<file path="src/rtl/sfifo_param_def.v">
// Shared defaults for the synchronous FIFO: data width, depth exponent and
// the bench half-period.
`ifndef SFIFO_PARAM_DEF_V
`define SFIFO_PARAM_DEF_V
`define SFIFO_DEF_WIDTH      8
`define SFIFO_DEF_DEPTH_BITS 4
`define SFIFO_DEF_TB_DELAY   5
`endif

</file>
<file path="src/rtl/sfifo_param_pkg.sv">
// Shared types and default parameters for the sfifo_param FIFO.
`include "sfifo_param_def.v"

package sfifo_param_pkg;

  localparam int DEF_WIDTH      = `SFIFO_DEF_WIDTH;
  localparam int DEF_DEPTH_BITS = `SFIFO_DEF_DEPTH_BITS;
  localparam int DEF_TB_DELAY   = `SFIFO_DEF_TB_DELAY;

  // Encoding is {write accepted, read accepted}.
  typedef enum logic [1:0] {
    OP_IDLE  = 2'b00,
    OP_READ  = 2'b01,
    OP_WRITE = 2'b10,
    OP_BOTH  = 2'b11
  } fifo_op_e;

endpackage

</file>
<file path="src/rtl/sfifo_ram.sv">
// DEPTH x WIDTH storage: one synchronous write port, one asynchronous read port.
module sfifo_ram #(
  parameter int WIDTH      = 8,
  parameter int DEPTH_BITS = 4
) (
  input  logic                  clock,
  input  logic                  we,
  input  logic [DEPTH_BITS-1:0] waddr,
  input  logic [WIDTH-1:0]      wdata,
  input  logic [DEPTH_BITS-1:0] raddr,
  output logic [WIDTH-1:0]      rdata
);

  localparam int DEPTH = 1 << DEPTH_BITS;

  logic [WIDTH-1:0] mem [DEPTH];

  // NOTE: storage has no reset; only pointers and counter define which words are live.
  always_ff @(posedge clock) begin
    if (we) mem[waddr] <= wdata;
  end

  assign rdata = mem[raddr];

endmodule

</file>
<file path="src/rtl/sfifo_param.sv">
// Synchronous FIFO with occupancy counter, threshold flags, sticky error flags
// and selectable registered-read or first-word-fall-through output.
module sfifo_param
  import sfifo_param_pkg::*;
#(
  parameter int WIDTH      = DEF_WIDTH,
  parameter int DEPTH_BITS = DEF_DEPTH_BITS,
  parameter bit FWFT       = 1'b0
) (
  input  logic                  clock,
  input  logic                  reset,
  input  logic [WIDTH-1:0]      data_in,
  input  logic                  write_n,
  input  logic                  read_n,
  input  logic [DEPTH_BITS:0]   af_level,
  input  logic [DEPTH_BITS:0]   ae_level,
  input  logic                  clr_err,
  output logic [WIDTH-1:0]      data_out,
  output logic                  data_valid,
  output logic                  full,
  output logic                  empty,
  output logic                  half,
  output logic                  almost_full,
  output logic                  almost_empty,
  output logic                  overflow,
  output logic                  underflow,
  output logic [DEPTH_BITS:0]   counter
);

  localparam logic [DEPTH_BITS:0]   DEPTH_CNT = {1'b1, {DEPTH_BITS{1'b0}}};
  localparam logic [DEPTH_BITS:0]   HALF_CNT  = {2'b01, {(DEPTH_BITS-1){1'b0}}};
  localparam logic [DEPTH_BITS:0]   CNT_ONE   = {{DEPTH_BITS{1'b0}}, 1'b1};
  localparam logic [DEPTH_BITS-1:0] PTR_ONE   = {{(DEPTH_BITS-1){1'b0}}, 1'b1};

  logic [DEPTH_BITS-1:0] wr_ptr;
  logic [DEPTH_BITS-1:0] rd_ptr;
  logic [WIDTH-1:0]      head;
  logic                  wr_accept;
  logic                  rd_accept;
  fifo_op_e              op;

  assign empty        = (counter == '0);
  assign full         = (counter == DEPTH_CNT);
  assign half         = (counter >= HALF_CNT);
  assign almost_full  = (counter >= af_level);
  assign almost_empty = (counter <= ae_level);

  // Acceptance looks only at the registered flags, so a full FIFO drops a
  // write even when a read frees a slot in the same cycle (and vice versa).
  assign wr_accept = ~write_n & ~full;
  assign rd_accept = ~read_n & ~empty;
  assign op        = fifo_op_e'({wr_accept, rd_accept});

  sfifo_ram #(
    .WIDTH      (WIDTH),
    .DEPTH_BITS (DEPTH_BITS)
  ) u_ram (
    .clock (clock),
    .we    (wr_accept & ~reset),
    .waddr (wr_ptr),
    .wdata (data_in),
    .raddr (rd_ptr),
    .rdata (head)
  );

  // NOTE: sequential state uses non-blocking assignments so every register samples pre-edge values.
  always_ff @(posedge clock) begin
    if (reset) begin
      wr_ptr    <= '0;
      rd_ptr    <= '0;
      counter   <= '0;
      overflow  <= 1'b0;
      underflow <= 1'b0;
    end else begin
      if (wr_accept) wr_ptr <= wr_ptr + PTR_ONE;
      if (rd_accept) rd_ptr <= rd_ptr + PTR_ONE;

      case (op)
        OP_WRITE: counter <= counter + CNT_ONE;
        OP_READ:  counter <= counter - CNT_ONE;
        default:  counter <= counter;
      endcase

      if (~write_n & full) overflow <= 1'b1;
      else if (clr_err)    overflow <= 1'b0;

      if (~read_n & empty) underflow <= 1'b1;
      else if (clr_err)    underflow <= 1'b0;
    end
  end

  if (FWFT) begin : g_fwft
    assign data_out   = empty ? '0 : head;
    assign data_valid = ~empty;
  end else begin : g_registered
    always_ff @(posedge clock) begin
      if (reset) begin
        data_out   <= '0;
        data_valid <= 1'b0;
      end else begin
        data_valid <= rd_accept;
        if (rd_accept) data_out <= head;
      end
    end
  end

endmodule

</file>
<file path="config.mk">
export PLATFORM = sky130hd
export DESIGN_NAME = sfifo_param
export DESIGN_NICKNAME = d
export VERILOG_FILES = /design/src/rtl/sfifo_param_pkg.sv /design/src/rtl/sfifo_ram.sv /design/src/rtl/sfifo_param.sv
export VERILOG_INCLUDE_DIRS = /design/src /design/src/rtl
export SDC_FILE = /design/constraint.sdc
export NUM_CORES = 1
export LEC_CHECK = 0
export CAP_MARGIN = 20
export CORE_MARGIN = 2
export CORE_UTILIZATION = 35
export DETAILED_ROUTE_END_ITERATION = 10
export GPL_TIMING_DRIVEN = 0
export PLACE_DENSITY = 0.55
export SLEW_MARGIN = 5
export SYNTH_ARGS = -nofsm -noshare
export SYNTH_HDL_FRONTEND = slang
export SYNTH_HIERARCHICAL = 1
export SYNTH_SLANG_ARGS = --single-unit
</file>
<file path="constraint.sdc">
create_clock -name clock -period 3.3 [get_ports clock]
set_clock_uncertainty 0.2 [all_clocks]
set_input_delay 0.495 -clock clock [delete_from_list [all_inputs] [get_ports clock]]
set_output_delay 0.495 -clock clock [all_outputs]
set_load 0.01 [all_outputs]
</file>
# --- After elaboration in Yosys (flattened, before gate mapping) ---
# Memory sizes are Yosys's and may differ from the RTL's. A register that Yosys moved wholly into a read port is not among the register bits.
# Index checks and enable logic that the tools add are counted.
op_classes:
  mux: 6
  n_addsub: 4
  magnitude_cmp: 3
  bitwise_logic: 10
  eq_ne: 3
  reduce_logical: 4
ops:
  columns: ["op", "count"]
  rows:
  - ["5-bit case mux with 2 select lines", 1]
  - ["4-bit by 1-bit adder with 4-bit output (second input constant)", 2]
  - ["2-bit nonzero test", 3]
  - ["5-bit by 1-bit adder with 5-bit output (second input constant)", 1]
  - ["1-bit bitwise AND", 5]
  - ["5-bit equality test (second input constant)", 1]
  - ["5-bit by 4-bit >= comparator with 1-bit output (second input constant)", 1]
  - ["5-bit >= comparator", 1]
  - ["5-bit <= comparator", 1]
  - ["5-bit logical NOT", 1]
  - ["1-bit 2-to-1 mux", 5]
  - ["1-bit inverter", 5]
  - ["5-bit by 1-bit subtractor with 5-bit output (second input constant)", 1]
  - ["2-bit by 1-bit equality test with 1-bit output (second input constant)", 1]
  - ["2-bit equality test (second input constant)", 1]
word_totals:
  output_inout_bits: 21
  ram_bits: 128
  mem_count: 1
  input_bits: 23
  word_cells: 37
  reg_bits: 16
mem_list:
  columns: ["memory", "words", "width", "read_ports", "rd_clocked_by_memory_dff", "write_ports", "line_no", "text"]
  rows:
  - ["u_ram.mem", 16, 8, 1, 1, 1, "sfifo_ram.sv:16", "logic [WIDTH-1:0] mem [DEPTH];"]

# --- Longest topological paths before layout ---
# Gate-level depths: netlist (run 1).
depth:
  ltp_word: 6
  depth_mapped: 9
  mapped_depth_nobuf: 9

# --- Hierarchy ---
# The synthesis (run 1) kept the hierarchy.
modules_own_cells:
  columns: ["module", "instances", "seq_area_each_um2", "area_per_inst_um2", "cells_each"]
  rows:
  - ["sfifo_ram", 1, 3843.7, 4987.3, 221]
  - ["sfifo_param", 1, 480.5, 1338.8, 148]

# --- Least setup slack after synthesis (run 1) ---
# No wires, ideal clock.
synth_timing:
  kind: "register to register"
  from: "reg counter[1]"
  to: "mem u_ram.mem[0][0] (enable)"
  t_required_ps: 2717
  path_buffers: 0
  period_less_slack_ps: 2873
  setup_slack_ps: 427
  setup_ps: 383
  stages_incl_launch_ff: 7
  arrival_ps: 2289
  cell_sequence: "dfxtp_1 -> nor4_4 -> a21oi_1 -> inv_1 -> nor2_1 -> or3b_2 -> nor3_1"
synth_via:
  elab_chain_len: 6
synth_lines:
  columns: ["element", "line_no", "text"]
  rows:
  - ["start: declaration", "sfifo_param.sv:27", "output logic [DEPTH_BITS:0] counter"]
  - ["start signal: assignment", "sfifo_param.sv:79", "OP_WRITE: counter <= counter + CNT_ONE;"]
  - ["start signal: assignment", "sfifo_param.sv:80", "OP_READ: counter <= counter - CNT_ONE;"]
  - ["start signal: assignment", "sfifo_param.sv:81", "default: counter <= counter;"]
  - ["5-bit equality test", "sfifo_param.sv:43", "assign full = (counter == DEPTH_CNT);"]
  - ["1-bit inverter", "sfifo_param.sv:50", "assign wr_accept = ~write_n & ~full;"]
  - ["1-bit bitwise AND", "sfifo_param.sv:50", null]
  - ["1-bit bitwise AND", "sfifo_param.sv:59", ".we (wr_accept & ~reset),"]
  - ["1-bit 2-to-1 mux", "sfifo_ram.sv:20", "if (we) mem[waddr] <= wdata;"]
  - ["1-bit 2-to-1 mux (not written as such)", "sfifo_ram.sv:20", null]
  - ["end: declaration", "sfifo_ram.sv:16", null]
# No other way between the ends.

# --- Worst setup path in the final report (run 1) ---
layout_timing:
  from: "in ae_level[1]"
  to: "out almost_empty"
layout_via:
  elab_chain_len: 1
layout_lines:
  columns: ["element", "line_no", "text"]
  rows:
  - ["start: declaration", "sfifo_param.sv:16", "input logic [DEPTH_BITS:0] ae_level,"]
  - ["5-bit <= comparator", "sfifo_param.sv:46", "assign almost_empty = (counter <= ae_level);"]
  - ["end: declaration", "sfifo_param.sv:24", "output logic almost_empty,"]
# No other way between the ends.

==> run metrics, run 1 <==
post-route ant nets=0; RSZ-0062 raised after global routing=false; GRT Util Overall=0.1514; I/O Buffers=42; largest net degree at the start of global routing=17; most frequent CP cell=clkdlybuf4s50_1; reg2reg setup slack=around 0.28 ns; dpl hpwl=between 8000 and 9000 um; Primary FF master, synth=edfxtp_1; Cell Int Power=around 4 mW; diode count=0; fmax=around 0.32 GHz; Post-Synthesis Cell Area=6326 um^2; measured slew at the worst slew-check pin=1.023 ns; Leak Pwr=roughly 2.6 nW; Core Rows=49; total gr overflow=0; Skew-Pair Late Insertion Delay=between 0.4 and 0.5 ns; Levels on crit path=8; Routed WL=between 10000 and 15000 um; Via density=5.110; crit path cell chain=clkdlybuf4s50_1 -> inv_1 -> ha_1 -> nor2b_1 -> o21a_1 -> o21ai_0 -> a21o_1 -> clkdlybuf4s50_1; met1 layer usage reported by global route=0.2049; CTS tree=yes; layout cell share with drive strength beyond 1=0.1685; DRC=0; cells after synthesis=between 300 and 400; sum of negative setup slack=0 ns; postcts setup bufs=0; grt met2 use=0.2322; Logic pwr share=0.267; Psw=1.655 mW; final setup violation count=0; clk buf depth=2; worst rel slew slack=0.3155; CTS root buf=clkbuf_16; core area=17840 um^2; CTS hold repair buffers=0; die outline width=138.4 um; startpoint types=input pin; Clock Pin Slew Worst Setup and Hold Paths=roughly 0.060 ns; Area Growth Syn to Fin=20.49%; final-layout fill cell count=approximately 1600; # clock sinks=152; synth warn=6; commonest non-fill, non-tap cell in the layout=edfxtp_1; pwr dens=735.2 nW/um^2; Switching Share=0.2954; WS Path Type=in -> out; Hold/Removal Path Class=in -> reg; CP required=between 2 and 3 ns; Mapped Nets=409; via count=3444; top-area cell type share of the netlist area=0.6076; Final period util=0.9377; Starting Density=0.3546; status=finished clean; DIE AREA=19170 um^2; Die H=about 140 um; DR WL/cell=around 20 um; commonest non-fill, non-tap cells in the layout=edfxtp_1 (128), clkdlybuf4s50_1 (42), nor2_1 (33); final hold violations=0; multi-input logic area=approximately 1900 um^2; number of global-route vias before repair=~3500; pre-CTS setup slack=-0.2133 ns; Yosys reg bits=152; Slowest-stage cell, CP=clkdlybuf4s50_1; DR iter-0 viols=around 290; register area=between 4000 and 5000 um^2; Crit Path Max Fanout=2; Setup crit start=ae_level[1]; reg2reg start=counter[1]; worst setup path endpoint=almost_empty; H-tree depth=4; Reg2Reg Depth=7; Post-synth EDFFs=128; Clock Power Share=0.319; Final nets=about 470; clock buffer count from CTS=17; peak supply drop=just under 0.0004 V; first-pass GRT wire length=around 21000 um; Buf/Inv on CP=3; setup ws final=about 0.2 ns; leading post-synthesis cells by cell area=edfxtp_1 (61%), dfxtp_1 (7.6%), mux4_2 (6.4%); routability cong.=roughly 0.73; Max Cap Viol=0; Synth Area per Inst=~17 um^2; asr flop ratio synth=0; Worst setup EP type=output port; Seq/Total Area, Yosys=0.6835; Seq pwr share=0.414; # IOs=44; Worst path top cell family by delay=buffers and inverters; max-slew violations=0; GR Layer Usage met3=0.04399; delay of the slowest cell on the worst path=0.53 ns; Yosys cell types=just over 40; DRT Pass-1 Iters=6; initial antenna violation count=0; Worst Path Arrival=2.40 ns; reg2reg end=u_ram/mem[0][2]; Most Crowded Layer GR=met2; Synth area leader=edfxtp_1; fin crit period=around 3.1 ns
## power by group through the flow
stage / registers [mW] / clock network, mW / logic (mW)
2_1_floorplan: 2.36 / 0 / 0.968
4_1_cts: 2.32 / 1.83 / 1.52
6_report: 2.32 / 1.79 / 1.50
3_5_place_dp: 2.36 / 0 / 1.51
3_3_place_gp: 2.36 / 0 / 1.50
5_1_grt: 2.34 / 1.92 / 1.64
## cells by family (layout without fill, tap and decap cells)
logic type	count (synthesis)	in the layout	share of synthesized area
mux	43	43	0.1396
flops	152	152	0.6835
compound gates	39	39	0.04154
buf+inv	29	105	0.02611
fa+ha+maj	17	17	0.03481
simple gates	81	81	0.06329
xor+xnor	8	8	0.01108
## state kept, by name, indices dropped and copies added (netlist names)
signal and cells:
underflow 1, counter 5, data_valid 1, wr_ptr 4
rd_ptr 4, overflow 1, data_out 8, u_ram/mem 128
## metrics by stage
stage                     hold WS [ns]  total power, mW  instance area [um^2]  std cells    util
after floorplan                 0.2890            3.324                  6326        369       -
after global placement          0.2581            3.854                  7033        640  0.3942
after detailed placement        0.2849            3.876                  7061        642  0.3958
after CTS                       0.2435            5.675                  7607        674  0.4264
after global routing            0.2954            5.905                  7622        674  0.4272
final                           0.2676            5.604                  7622        674  0.4272
## worst reg2reg max path: stages (launching register included)
cell and delay (ns):
dfxtp_1 0.54, nor4_4 0.12, a21oi_1 0.32, inv_1 0.12, nor2_1 0.22, or3b_2 0.55
nor3_2 0.35, buf_2 0.30
## per-layer routing
layer	vias to the layer above	share of wire	routed length [um]
met4	0	0.022	303
met1	1747	0.45	6203
met2	87	0.47	6456
li1	1589	-	-
met5	-	0	0
met3	21	0.052	706
## worst min path at each step
stage	start	endpoint	cells past startpoint	slack [ns]
finish	reset	overflow	2	0.27
global route	reset	overflow	2	0.30
CTS	reset	counter[4]	2	0.24
detailed placement	data_out[2]	data_out[2]	2	0.28
global placement	underflow	underflow	2	0.26
floorplan	overflow	overflow	2	0.29
## what timing repair did
action	4_1_cts	5_1_grt
hold endpoints to repair	0	0
resized for setup	0	6
setup endpoints to repair	0	30
## cell type report
class | count | share of cell area
sequential | 152 | 0.5676
multi-input combinational | 188 | 0.2446
timing repair buffer | 44 | 0.05680
clock buffer | 17 | 0.05581
tap | 229 | 0.03759
clock inverter | 15 | 0.01592
buffer | 15 | 0.01477
inverter | 14 | 0.006894
## cells in the mapped netlist (all sizes together), types with 3 or more instances
cell type / instances
clkbuf: 4
xnor2: 7
ha: 16
a22oi: 16
edfxtp: 128
a21o: 3
nor2: 36
nand3: 5
a21oi: 11
buf: 8
inv: 14
and2: 3
nand2b: 7
nand2: 12
a211oi: 4
mux2i: 11
nor3: 5
mux4: 32
clkdlybuf4s25: 3
dfxtp: 24
(Power assumes the default switching activity.)
==> inputs of run 2 (changes only) <==
Settings changed: CELL_PAD_IN_SITES_DETAIL_PLACEMENT set to 1, CELL_PAD_IN_SITES_GLOBAL_PLACEMENT set to 1, PLACE_DENSITY 0.55 to 0.62.
==> run metrics, run 2 (same netlist as run 1, synthesis figures left out) <==
status=finished clean; RSZ-0062 raised after global routing=false; DR WL/cell=20.65 um; H-tree depth=4; peak supply drop=between 0.0003 and 0.0004 V; dpl cells=approximately 640; # IOs=between 40 and 50; Logic pwr share=0.263; DIE AREA=19170 um^2; DR iter-0 viols=197; number of global-route vias before repair=between 3000 and 4000; Largest register FFs=128; pwr dens=775.0 nW/um^2; final hold violations=0; Routed WL=14020 um; via count=between 3000 and 4000; # clock sinks=approximately 150; Buf/Inv on CP=2; Clock Pin Slew Worst Setup and Hold Paths=approximately 0.060 ns; layout cell share with drive strength beyond 1=0.1667; Via density=5.138; Clock Power Share=0.350; routability cong.=around 0.74; Leak Pwr=between 2 and 3 nW; CP required=about 2.6 ns; Max Cap Viol=0; WS Path Type=reg -> out; Worst Hold Launch=reset; reg2reg end=u_ram/mem[0][3]; Final Non-Filler Cells=679; Slowest-stage cell, CP=dfxtp_1; core area=about 18000 um^2; Final period util=0.9457; CTS tree=yes; Crit Path Max Fanout=6; Starting Density=0.3546; Core Rows=between 40 and 50; final instance area=7735 um^2; diode count=0; Seq pwr share=0.387; initial antenna violation count=0; dpl hpwl=about 9500 um; Final nets=around 480; Worst path top cell family by delay=buffers and inverters; measured slew at the worst slew-check pin=about 0.93 ns; total power=around 6 mW; reg2reg setup slack=around 0.24 ns; die outline width=~140 um; fmax=0.3204 GHz; clock buffer count from CTS=17; reg2reg start=counter[0]; DRT Pass-1 Iters=4; largest net degree at the start of global routing=17; Worst setup EP type=output port; max-slew violations=0; total gr overflow=0; Cell Int Power=~4.3 mW; fin crit period=about 3.1 ns; startpoint types=flip-flop; post-route ant nets=0; commonest non-fill, non-tap cell in the layout=edfxtp_1; clk buf depth=2; Die H=between 100 and 150 um; DRC=0; I/O Buffers=42; dpl cell area=just over 7000 um^2; Psw=roughly 1.7 mW; final setup violation count=0; Reg2Reg Depth=8; crit path cell chain=inv_1 -> ha_1 -> nand2b_1 -> a21oi_1 -> o21ai_0 -> a21o_1 -> clkdlybuf4s50_1; CTS root buf=clkbuf_16; Top reg by flops=u_ram/mem; Worst Path Arrival=about 2.4 ns; Area Growth Syn to Fin=22.27%; first-pass GRT wire length=22020 um; Hold/Removal Path Class=in -> reg; largest registers=u_ram/mem x128, data_out x8, counter x5; Skew-Pair Late Insertion Delay=0.42 ns; GRT Util Overall=0.1544; Switching Share=0.2810; commonest non-fill, non-tap cells in the layout=edfxtp_1 (128), clkdlybuf4s50_1 (42), nor2_1 (33); Worst Hold End=counter[4]; delay of the slowest cell on the worst path=approximately 0.53 ns; worst rel slew slack=0.3789; hold path cells=2
## run 2: changes by cell type in the layout (fill, tap and decap cells not counted), sizes merged
cell      change
buf           +5
bufinv        +4
clkinv        -6
clkinvlp      -1
inv           +3
## run 2: worst reg2reg max path: stages (launching register included)
cell     delay [ns]
dfxtp_1        0.53
nor4_4         0.09
buf_4          0.18
a21oi_1        0.31
inv_1          0.12
nor2_1         0.26
or3b_2         0.56
nor3_2         0.25
buf_2          0.28
## run 2: cell type report
cell class | count | area, um^2
Buffer | 15 | 112.6
Tap cell | 229 | 286.5
Clock buffer | 17 | 425.4
Sequential cell | 152 | 4324
Multi-Input combinational cell | 188 | 1854
Inverter | 14 | 52.55
Fill cell | 1752 | 10110
Timing Repair Buffer | 49 | 467.9
Clock inverter | 15 | 211.5
## run 2: stage by stage
| stage | util | setup WS, ns | setup TNS, ns | hold WS, ns |
|---|---|---|---|---|
| detailed placement | 0.3956 | -0.1621 | -4.429 | 0.2733 |
| CTS | 0.4313 | 0.05307 | 0 | 0.2601 |
| floorplan | - | 0.4272 | 0 | 0.2890 |
| finish | 0.4336 | 0.1793 | 0 | 0.2681 |
| global route | 0.4336 | 0.007347 | 0 | 0.2986 |
| global placement | 0.3942 | -0.4725 | -10.35 | 0.2591 |
## run 2: worst max-delay path by stage
| stage | cells after the start | slack, ns | to | start |
|---|---|---|---|---|
| 2_1_floorplan | 6 | 0.43 | u_ram/mem[0][0] | counter[1] |
| 5_1_grt | 8 | 0.007 | u_ram/mem[12][7] | counter[0] |
| 6_report | 7 | 0.18 | almost_full | counter[0] |
| 3_5_place_dp | 6 | -0.16 | u_ram/mem[2][3] | write_n |
| 4_1_cts | 6 | 0.05 | u_ram/mem[3][2] | counter[1] |
| 3_3_place_gp | 6 | -0.47 | u_ram/mem[0][1] | write_n |
## run 2: what timing repair did
item / CTS / global route
hold buffers: 0 / 0
gates resized for setup: 0 / 5
buffers inserted: 0 / 3
endpoints found under the setup margin: 0 / 32
## run 2: per-layer routing
metal	track usage	up-vias	routed length [um]
met5	0	-	0
met4	0.03921	0	128
met3	0.04468	14	594
met2	0.2585	65	7171
met1	0.1989	1823	6122
li1	-	1587	-
## run 2: power by group through the flow
stage               Combinational (mW)  Clock (mW)  Sequential (mW)
CTS                               1.54        2.13             2.32
finish                            1.58        2.10             2.32
floorplan                        0.968           0             2.36
global placement                  1.48           0             2.36
global route                      1.73        2.22             2.34
detailed placement                1.53           0             2.36
==> inputs of run 3 (changes only) <==
Clock period 3.3 ns to 3.1 ns, I/O delays scaled along.
==> run metrics, run 3 (same netlist as run 1, synthesis figures left out) <==
status=finished clean; pwr dens=roughly 820 nW/um^2; worst rel slew slack=0.3879; commonest non-fill, non-tap cells in the layout=edfxtp_1 (128), clkdlybuf4s50_1 (41), nor2_1 (33); DRT Pass-1 Iters=4; Psw=1.794 mW; Worst setup EP type=output port; Logic pwr share=0.263; clock buffer count from CTS=17; H-tree depth=4; routability cong.=about 0.74; Crit Path Max Fanout=6; RSZ-0062 raised after global routing=false; # clock sinks=approximately 150; GRT Util Overall=0.1541; Buf/Inv on CP=2; Max Cap Viol=0; Die H=between 100 and 150 um; initial antenna violation count=0; post-route ant nets=0; diode count=0; sum of negative setup slack=0 ns; Clock Pin Slew Worst Setup and Hold Paths=roughly 0.06 ns; Starting Density=0.3546; I/O Buffers=between 40 and 50; fmax=roughly 0.34 GHz; via count=around 3500; Leak Pwr=approximately 2.6 nW; clk buf depth=2; Top reg by flops=u_ram/mem; Worst path top cell family by delay=buffers and inverters; Via density=between 5 and 6; die outline width=between 100 and 150 um; # IOs=44; Worst Path Arrival=roughly 2.3 ns; WS Path Type=reg -> out; CP required=about 2.4 ns; final setup violation count=0; number of global-route vias before repair=between 3000 and 4000; largest net degree at the start of global routing=17; core area=~18000 um^2; Largest register FFs=~130; final hold violations=0; fin crit period=roughly 3 ns; measured slew at the worst slew-check pin=between 0.9 and 1 ns; Cell Int Power=between 4 and 5 mW; DRC=0; Final period util=0.9538; crit path cell chain=inv_1 -> ha_1 -> nand2b_1 -> a21oi_1 -> o21ai_0 -> a21o_1 -> clkdlybuf4s50_1; Routed WL=14010 um; DR iter-0 viols=approximately 190; Hold/Removal Path Class=in -> reg; Seq pwr share=0.388; dpl hpwl=~9500 um; CTS root buf=clkbuf_16; total gr overflow=0; commonest non-fill, non-tap cell in the layout=edfxtp_1; max-slew violations=0; largest registers=u_ram/mem x128, data_out x8, counter x5; Core Rows=between 40 and 50; total power=roughly 6.4 mW; CTS tree=yes; Switching Share=0.2808; Area Growth Syn to Fin=22.47%; Skew-Pair Late Insertion Delay=about 0.42 ns; DIE AREA=19170 um^2; Clock Power Share=0.349; Slowest-stage cell, CP=clkdlybuf4s50_1; first-pass GRT wire length=about 22000 um; Final nets=about 480; peak supply drop=just under 0.0004 V; DR WL/cell=around 21 um; startpoint types=flip-flop; layout cell share with drive strength beyond 1=0.1800; delay of the slowest cell on the worst path=roughly 0.47 ns; Core Util, Final=0.4343
==> run 3: timing repair <==
action	4_1_cts	5_1_grt
pin swaps	1	1
gates cloned	0	0
hold buffers	0	0
setup endpoints to repair	37	70
endpoints found under the hold margin	0	0
setup buffers	0	3
resized for setup	7	5
==> run 3: layout make-up <==
cell class / instances / area, um^2
Inverter: 14 / 52.55
Fill cell: 1748 / 10090
Multi-Input combinational cell: 188 / 1858
Clock inverter: 15 / 211.5
Timing Repair Buffer: 49 / 470.5
Clock buffer: 17 / 425.4
Tap cell: 229 / 286.5
Buffer: 15 / 112.6
Sequential cell: 152 / 4330
==> run 3: per-layer routing <==
layer / vias up / wire length (um) / share of wire / global-route usage
met3: 12 / 616 / 0.044 / 0.04468
met5: - / 0 / 0 / 0
met2: 62 / 7150 / 0.51 / 0.2598
li1: 1590 / - / - / -
met1: 1815 / 6129 / 0.44 / 0.1969
met4: 0 / 110 / 0.0079 / 0.03921
==> run 3: worst reg2reg max path, stage by stage (launching register included) <==
cell and delay [ns]:
dfxtp_2 0.38, nor4_4 0.28, buf_4 0.19, a21oi_2 0.08, buf_6 0.17, ha_1 0.26, ha_1 0.34, a21oi_1 0.20
a21oi_1 0.11, or4_1 0.48, a21oi_1 0.15
==> run 3: path summary, 6_finish.rpt <==
path | depth (start not counted) | to | slack (ns) | startpoint
min | 2 | counter[4] | 0.23 | reset
max | 7 | almost_full | 0.14 | counter[0]
min reg2reg | 2 | overflow | 0.27 | overflow
max reg2reg | 10 | counter[4] | 0.20 | counter[1]
==> run 3: power groups by stage <==
stage          registers (mW)  logic, mW  clock network (mW)
2_1_floorplan            2.51       1.03                   0
3_3_place_gp             2.51       1.58                   0
3_5_place_dp             2.52       1.63                   0
4_1_cts                  2.48       1.64                2.27
5_1_grt                  2.50       1.84                2.36
6_report                 2.48       1.68                2.23
==> run 3: metrics by stage <==
step / hold WS [ns] / area, um^2 / std cells / worst slack [ns]
floorplan: 0.2890 / 6326 / 369 / 0.2272
global placement: 0.2591 / 7033 / 640 / -0.6425
detailed placement: 0.2733 / 7058 / 644 / -0.3321
CTS: 0.2301 / 7711 / 676 / -0.01323
global route: 0.2684 / 7747 / 679 / 0.0007769
finish: 0.2306 / 7747 / 679 / 0.1432
